File: config.mk
export PLATFORM = sky130hd
export DESIGN_NAME = pc_ctrl
export DESIGN_NICKNAME = d
export VERILOG_FILES = /design/src/rtl/pc_pkg.sv /design/src/rtl/pc_reg.sv /design/src/rtl/pc_ctrl.sv
export SDC_FILE = /design/constraint.sdc
export NUM_CORES = 1
export LEC_CHECK = 0
export BUFFER_PORTS_ARGS = -buffer_cell sky130_fd_sc_hd__buf_2
export CAP_MARGIN = 20
export CORE_ASPECT_RATIO = 0.8
export CORE_MARGIN = 2
export CORE_UTILIZATION = 45
export CTS_CLUSTER_SIZE = 12
export DETAILED_ROUTE_END_ITERATION = 10
export GPL_TIMING_DRIVEN = 0
export PLACE_DENSITY = 0.73
export SYNTH_ARGS = -nofsm -noshare
export SYNTH_HDL_FRONTEND = slang
export SYNTH_SLANG_ARGS = --single-unit
File: constraint.sdc
create_clock -name i_clk -period 1.9 [get_ports i_clk]
set_input_delay 0.38 -clock i_clk [delete_from_list [all_inputs] [get_ports i_clk]]
set_output_delay 0.38 -clock i_clk [all_outputs]
set_load 0.1 [all_outputs]
File: src/rtl/pc_pkg.sv
// Shared definitions for the program-counter controller: FSM states and PC step.
package pc_pkg;

  typedef enum logic {
    ST_RUN = 1'b0,
    ST_ISR = 1'b1
  } pc_state_e;

  localparam int unsigned PC_STEP = 4;

endpackage : pc_pkg

File: src/rtl/pc_reg.sv
// Program-counter register: XLEN-wide, loads i_d when enabled, resets to RESET_VEC.
module pc_reg #(
  parameter int unsigned      XLEN      = 32,
  parameter logic [XLEN-1:0]  RESET_VEC = '0
) (
  input  logic            i_clk,
  input  logic            in_rst,
  input  logic            i_en,
  input  logic [XLEN-1:0] i_d,
  output logic [XLEN-1:0] o_q
);

  // NOTE: reset sits in the sensitivity list so the PC clears without a clock edge.
  always_ff @(posedge i_clk or negedge in_rst) begin
    if (!in_rst) begin
      o_q <= RESET_VEC;
    end else if (i_en) begin
      // NOTE: sequential state uses non-blocking assignment so every flop samples pre-edge values.
      o_q <= i_d;
    end
  end

endmodule : pc_reg

File: src/rtl/pc_ctrl.sv
// PC sequencing with branch redirect and a single-level interrupt handler state.
// Optional build macro: PC_VECTORED_IRQ_EN selects trap target TRAP_VEC + 4*i_cause.
module pc_ctrl
  import pc_pkg::*;
#(
  parameter int unsigned      XLEN      = 32,
  parameter logic [XLEN-1:0]  RESET_VEC = '0,
  parameter logic [XLEN-1:0]  TRAP_VEC  = 'h100,
  parameter int unsigned      CAUSE_W   = 4
) (
  input  logic               i_clk,
  input  logic               in_rst,
  input  logic               i_stall,
  input  logic               i_br_taken,
  input  logic [XLEN-1:0]    i_br_target,
  input  logic               i_irq,
  input  logic [CAUSE_W-1:0] i_cause,
  input  logic               i_mret,
  output logic [XLEN-1:0]    o_pc,
  output logic [XLEN-1:0]    o_epc,
  output logic               o_irq_ack,
  output logic               o_in_isr
);

  pc_state_e       state_q, state_d;
  logic [XLEN-1:0] epc_q;
  logic [XLEN-1:0] pc_d;
  logic [XLEN-1:0] seq_pc;
  logic [XLEN-1:0] next_normal;
  logic [XLEN-1:0] trap_pc;
  logic            epc_load;

  assign seq_pc      = o_pc + XLEN'(PC_STEP);
  assign next_normal = i_br_taken ? i_br_target : seq_pc;

`ifdef PC_VECTORED_IRQ_EN
  assign trap_pc = TRAP_VEC + (XLEN'(i_cause) << 2);
`else
  logic unused_cause;
  assign unused_cause = ^i_cause;
  assign trap_pc      = TRAP_VEC;
`endif

  always_comb begin
    // NOTE: every output gets a default first so no path leaves a latch behind.
    state_d  = state_q;
    pc_d     = next_normal;
    epc_load = 1'b0;
    unique case (state_q)
      ST_RUN: begin
        if (i_irq) begin
          pc_d     = trap_pc;
          epc_load = 1'b1;
          state_d  = ST_ISR;
        end
      end
      ST_ISR: begin
        if (i_mret) begin
          pc_d    = epc_q;
          state_d = ST_RUN;
        end
      end
      default: state_d = ST_RUN;
    endcase
  end

  // Ack is gated by reset and stall so it never pulses while state is frozen.
  assign o_irq_ack = in_rst & ~i_stall & epc_load;

  always_ff @(posedge i_clk or negedge in_rst) begin
    if (!in_rst) begin
      state_q <= ST_RUN;
      epc_q   <= '0;
    end else if (!i_stall) begin
      state_q <= state_d;
      if (epc_load) begin
        epc_q <= next_normal;
      end
    end
  end

  pc_reg #(
    .XLEN      (XLEN),
    .RESET_VEC (RESET_VEC)
  ) u_pc_reg (
    .i_clk  (i_clk),
    .in_rst (in_rst),
    .i_en   (~i_stall),
    .i_d    (pc_d),
    .o_q    (o_pc)
  );

  assign o_epc    = epc_q;
  assign o_in_isr = (state_q == ST_ISR);

endmodule : pc_ctrl

# == Word-level counts from Yosys, hierarchy flattened ==
# Index checks and enable logic that the tools add are counted.
# totals
register_bits,65
latch_bits,0
mem_bits_rw,0
rom_bits,0
n_memories,0
# classes
addsub,1
n_mul,0
n_div,0
n_lt_le_gt_ge,0
eq_ne,0
n_shift,0
mux,8
bitwise_logic,4
reduce_logical,1
# ops
operator,count
32-bit two-way mux,3
32-bit one-hot mux with 2 select lines,1
"32-bit by 3-bit adder with 32-bit output, second input constant",1
1-bit two-way mux,3
1-bit bitwise AND,2
1-bit inverter,2
1-bit one-hot mux with 2 select lines,1
2-bit AND reduction,1

# == Logic depth before layout (Yosys ltp) ==
# depth
depth_word,4
ltp_mapped,8

# == Modules after synthesis ==
# Synthesis repeated with hierarchy kept, for this count alone.
# unflattened
hier_cells,441
area_unflattened_um2,4119.0
# by_module_without_submodules
module,n_inst,cells_each,area_per_inst_um2,seq_area_each_um2
pc_ctrl,1,373,2773.9,825.8
pc_reg,1,68,1345.0,800.8

# == Worst setup path after synthesis ==
# No wires, ideal clock.
# synth_path
path_kind,register to register
startpoint,register u_pc_reg.o_q[2]
endpoint,register u_pc_reg.o_q[20]
setup_time_ns,0.083
arrival_time_ns,2.705
t_required_ns,1.817
setup_slack_ns,-0.887
path_stages_with_launch,7
cell_sequence,dfrtp_1 -> ha_1 -> nand3_1 -> or4_4 -> or3_1 -> a21o_1 -> a31oi_1
# synth_between
elab_chain_cells,4
elab_cells_between_ends,5
# synth_rtl
element,line_no,source
"start, declared",pc_reg.sv:10,output logic [XLEN-1:0] o_q
"start signal, assigned",pc_reg.sv:19,o_q <= i_d;
32-bit by 3-bit adder with 32-bit output *,pc_ctrl.sv:33,assign seq_pc = o_pc + XLEN'(PC_STEP);
32-bit two-way mux *,pc_ctrl.sv:34,assign next_normal = i_br_taken ? i_br_target : seq_pc;
"32-bit two-way mux, on equally long branches","pc_ctrl.sv:58, pc_ctrl.sv:51",
32-bit one-hot mux with 2 select lines *,pc_ctrl.sv:49,unique case (state_q)
# Every way passes the cells marked *; elsewhere a longest branch is shown, timed or not.
# A chain may end at the register's enable or synchronous reset.

# == Worst setup path after layout ==
# layout_path
startpoint,register u_pc_reg.o_q[2]
endpoint,register u_pc_reg.o_q[19]
# Same word-level chain as after synthesis.

==> metrics.md <==
| Metric | Value |
|---|---|
| Total power | `8.16 mW` |
| H-Tree Depth | `3` |
| Max Cap Violations | `0` |
| Leak Pwr | `2.49 nW` |
| Status | `complete, but fails checks` |
| Failing checks | `negative setup slack` |
| Hold Buf Count CTS | `0` |
| Tightest Hold Check Type | `input pin to asynchronous set/reset pin` |
| Max incr delay on CP | `0.58 ns` |
| Syn avg cell area | `8.45 sq um` |
| Unrepaired setup endpoints after global routing | `yes` |
| Min Tclk post-route | `2.05 ns` |
| Placed insts | `686` |
| Cell taking the most area after synthesis | `dfrtp_1` |
| Clock Sinks | `65` |
| Initial antenna violation count | `0` |
| Longest Clk Path Bufs | `2` |
| Die area | `9680 sq um` |
| Synth top cells by count | `68 x nand2_1, 65 x dfrtp_1, 45 x o21ai_0` |
| GRT overflow | `0` |
| Routed vias | `4626` |
| Final non-filler cell total | `729` |
| Setup TNS | `-0.669 ns` |
| Global-route wire length before repair | `23200 microns` |
| Register area | `1690 sq um` |
| Req. time, crit path | `2.16 ns` |
| Final hold violations | `0` |
| Post-layout util | `0.659` |
| Nets | `655` |
| Gpl congestion | `0.929` |
| Mapped Cells | `474` |
| DR DRC count | `0` |
| Clk_skew | `0.0102 ns` |
| Ys Warns | `0` |
| Clock Latency Late Sink | `0.35 ns` |
| Pwr dens | `1450 nW/um^2` |
| Vias in the first global route | `4359` |
| CP max FO | `4` |
| Top cells by area, synth | `dfrtp_1 41%, nand2_1 6.4%, o21ai_0 5.6%, a21oi_1 5.1%, nor2_1 3.3%` |
| Asr flop ratio synth | `1.00` |
| Post-route worst setup slack | `-0.146 ns` |
| WP buf/inv | `0` |
| Crit Path Category | `register to register` |
| DR WL/cell | `21.1 microns` |
| DP Worst Slack | `-0.742 ns` |
| Layout cells sized above 1 | `0.400` |
| Tightest Pin Transition | `0.824 ns` |
| Crit path arrival time | `2.30 ns` |
| Final design area excluding fillers | `5640 sq um` |
| Worst-path clk slew | `0.08 ns` |
| Mapped Area | `4010 sq um` |
| Die H | `88.4 microns` |
| Multi-input gate area | `2560 sq um` |
| Worst VDD drop | `1.19 mV` |
| Primary FF master, synth | `dfrtp_1` |
| Initial Utilization | `0.468` |
| Row cnt | `30` |
| Fillers | `716` |
| Antenna viol nets, final | `0` |
| Detailed router's first-iteration violation count | `504` |
| WL final | `15400 microns` |
| Vias per inst | `6.35` |
| Post-placement cell area | `4820 sq um` |
| Slew headroom | `0.450` |
| Final Setup Violations | `10` |
| I/O pins | `108` |
| Synthesized flop and latch total | `65` |
| Mapped Nets | `517` |
| DP HPWL | `10000 microns` |
| DRT Pass-1 Iters | `9` |
| CTS tree | `done` |
| Pin count of the biggest net entering global routing | `67` |
| CTS root buf | `clkbuf_8` |
| Crit end category | `register` |
| Core area | `8560 sq um` |
| Final hold slack | `0.00785 ns` |
| Max Fclk | `489 MHz` |
| Worst Setup Start Kind | `register` |
| Die width | `109 microns` |
| Slew Limit Fails | `0` |
| Num CTS Buffers | `9` |
| Area delta synth->final | `40.8%` |
| Most numerous cell in the Yosys netlist | `nand2_1` |
| CP max stage cell | `or4_4` |
| N_diodes | `0` |
| Post-synth top area share | `0.406` |
| Crit-path cells | `nand4_1 -> or4_4 -> or3_4 -> a21o_1 -> a31oi_1` |
| Sequential fraction of the synthesis area | `0.406` |
| Distinct cell type count after synthesis | `55` |
| Port Buffer Count | `100` |
| CP delay by family, top | `simple AND/OR/NAND/NOR gates` |
| GR Util All Layers | `0.322` |
| Tcrit/Tclk final | `1.08` |
| EDFF count, synth | `0` |
cell families (layout without fill, tap and decap cells):
group	count (synthesis)	in the layout	synth area share
adder cells (fa/ha/maj)	1	1	0.00312
buffers and inverters	45	188	0.0528
XOR/XNOR	19	19	0.0415
AND/OR/NAND/NOR	180	180	0.226
flip-flops	65	65	0.406
AO/OA/AOI/OAI	151	151	0.237
multiplexers	13	13	0.0334
registers in the layout, summed over array words and instances (netlist names):
signal	flops
o_epc	32
o_in_isr	1
u_pc_reg.o_q	32
report_power, final:
group	switching, mW	internal, mW
Combinational	3.68	0.884
Clock	0.580	0.737
Sequential	0.486	1.80
layout by cell type (no fill, tap or decap), drive strengths merged, types with 11 or more instances in the layout:
| cell | Yosys | layout |
|---|---|---|
| clkbuf | 23 | 32 |
| nand3 | 13 | 13 |
| nand2 | 68 | 68 |
| dfrtp | 65 | 65 |
| buf | 10 | 140 |
| nor2 | 35 | 35 |
| a21oi | 41 | 41 |
| inv | 11 | 11 |
| o21ai | 45 | 45 |
worst paths after layout:
check | startpoint | to | slack [ns] | cells after the start
worst max-delay path | u_pc_reg.o_q[2] | u_pc_reg.o_q[19] | -0.15 | 5
min in group i_clk | i_br_target[20] | u_pc_reg.o_q[20] | 0.31 | 3
max in group asynchronous | in_rst | u_pc_reg.o_q[17] | 1.38 | 1
worst max register to register | u_pc_reg.o_q[2] | u_pc_reg.o_q[19] | -0.15 | 5
worst min register to register | o_epc[8] | o_epc[8] | 0.51 | 2
worst min-delay path | in_rst | o_epc[3] | 0.008 | 1
layout make-up:
| cell class | count | area share |
|---|---|---|
| multi-input cells | 364 | 0.454 |
| repair buffers | 131 | 0.143 |
| clock buffers | 12 | 0.0240 |
| well taps | 112 | 0.0249 |
| plain buffers | 30 | 0.0344 |
| flip-flops and latches | 65 | 0.300 |
| clock inverters | 4 | 0.0124 |
| inverters | 11 | 0.00732 |
worst register-to-register path: cells and delay by family (launching register included):
| kind | cells | cell delay [ns] |
|---|---|---|
| compound gates | 2 | 0.38 |
| flops | 1 | 0.45 |
| simple gates | 3 | 1.12 |
per-layer routing:
metal / vias up / global-route usage / wire [microns]
met5: - / 0 / 0
met4: 0 / 0.137 / 465
met1: 2240 / 0.461 / 6330
met2: 321 / 0.463 / 6690
met3: 54 / 0.0810 / 1920
li1: 2011 / - / -
what timing repair did:
| item | 4_1_cts | 5_1_grt |
|---|---|---|
| gates cloned | 0 | 1 |
| setup buffers | 23 | 7 |
| resized for setup | 35 | 56 |
| endpoints found under the setup margin | 60 | 55 |
| pin swaps | 21 | 22 |
Note: power is estimated with default switching activity, not from simulation.
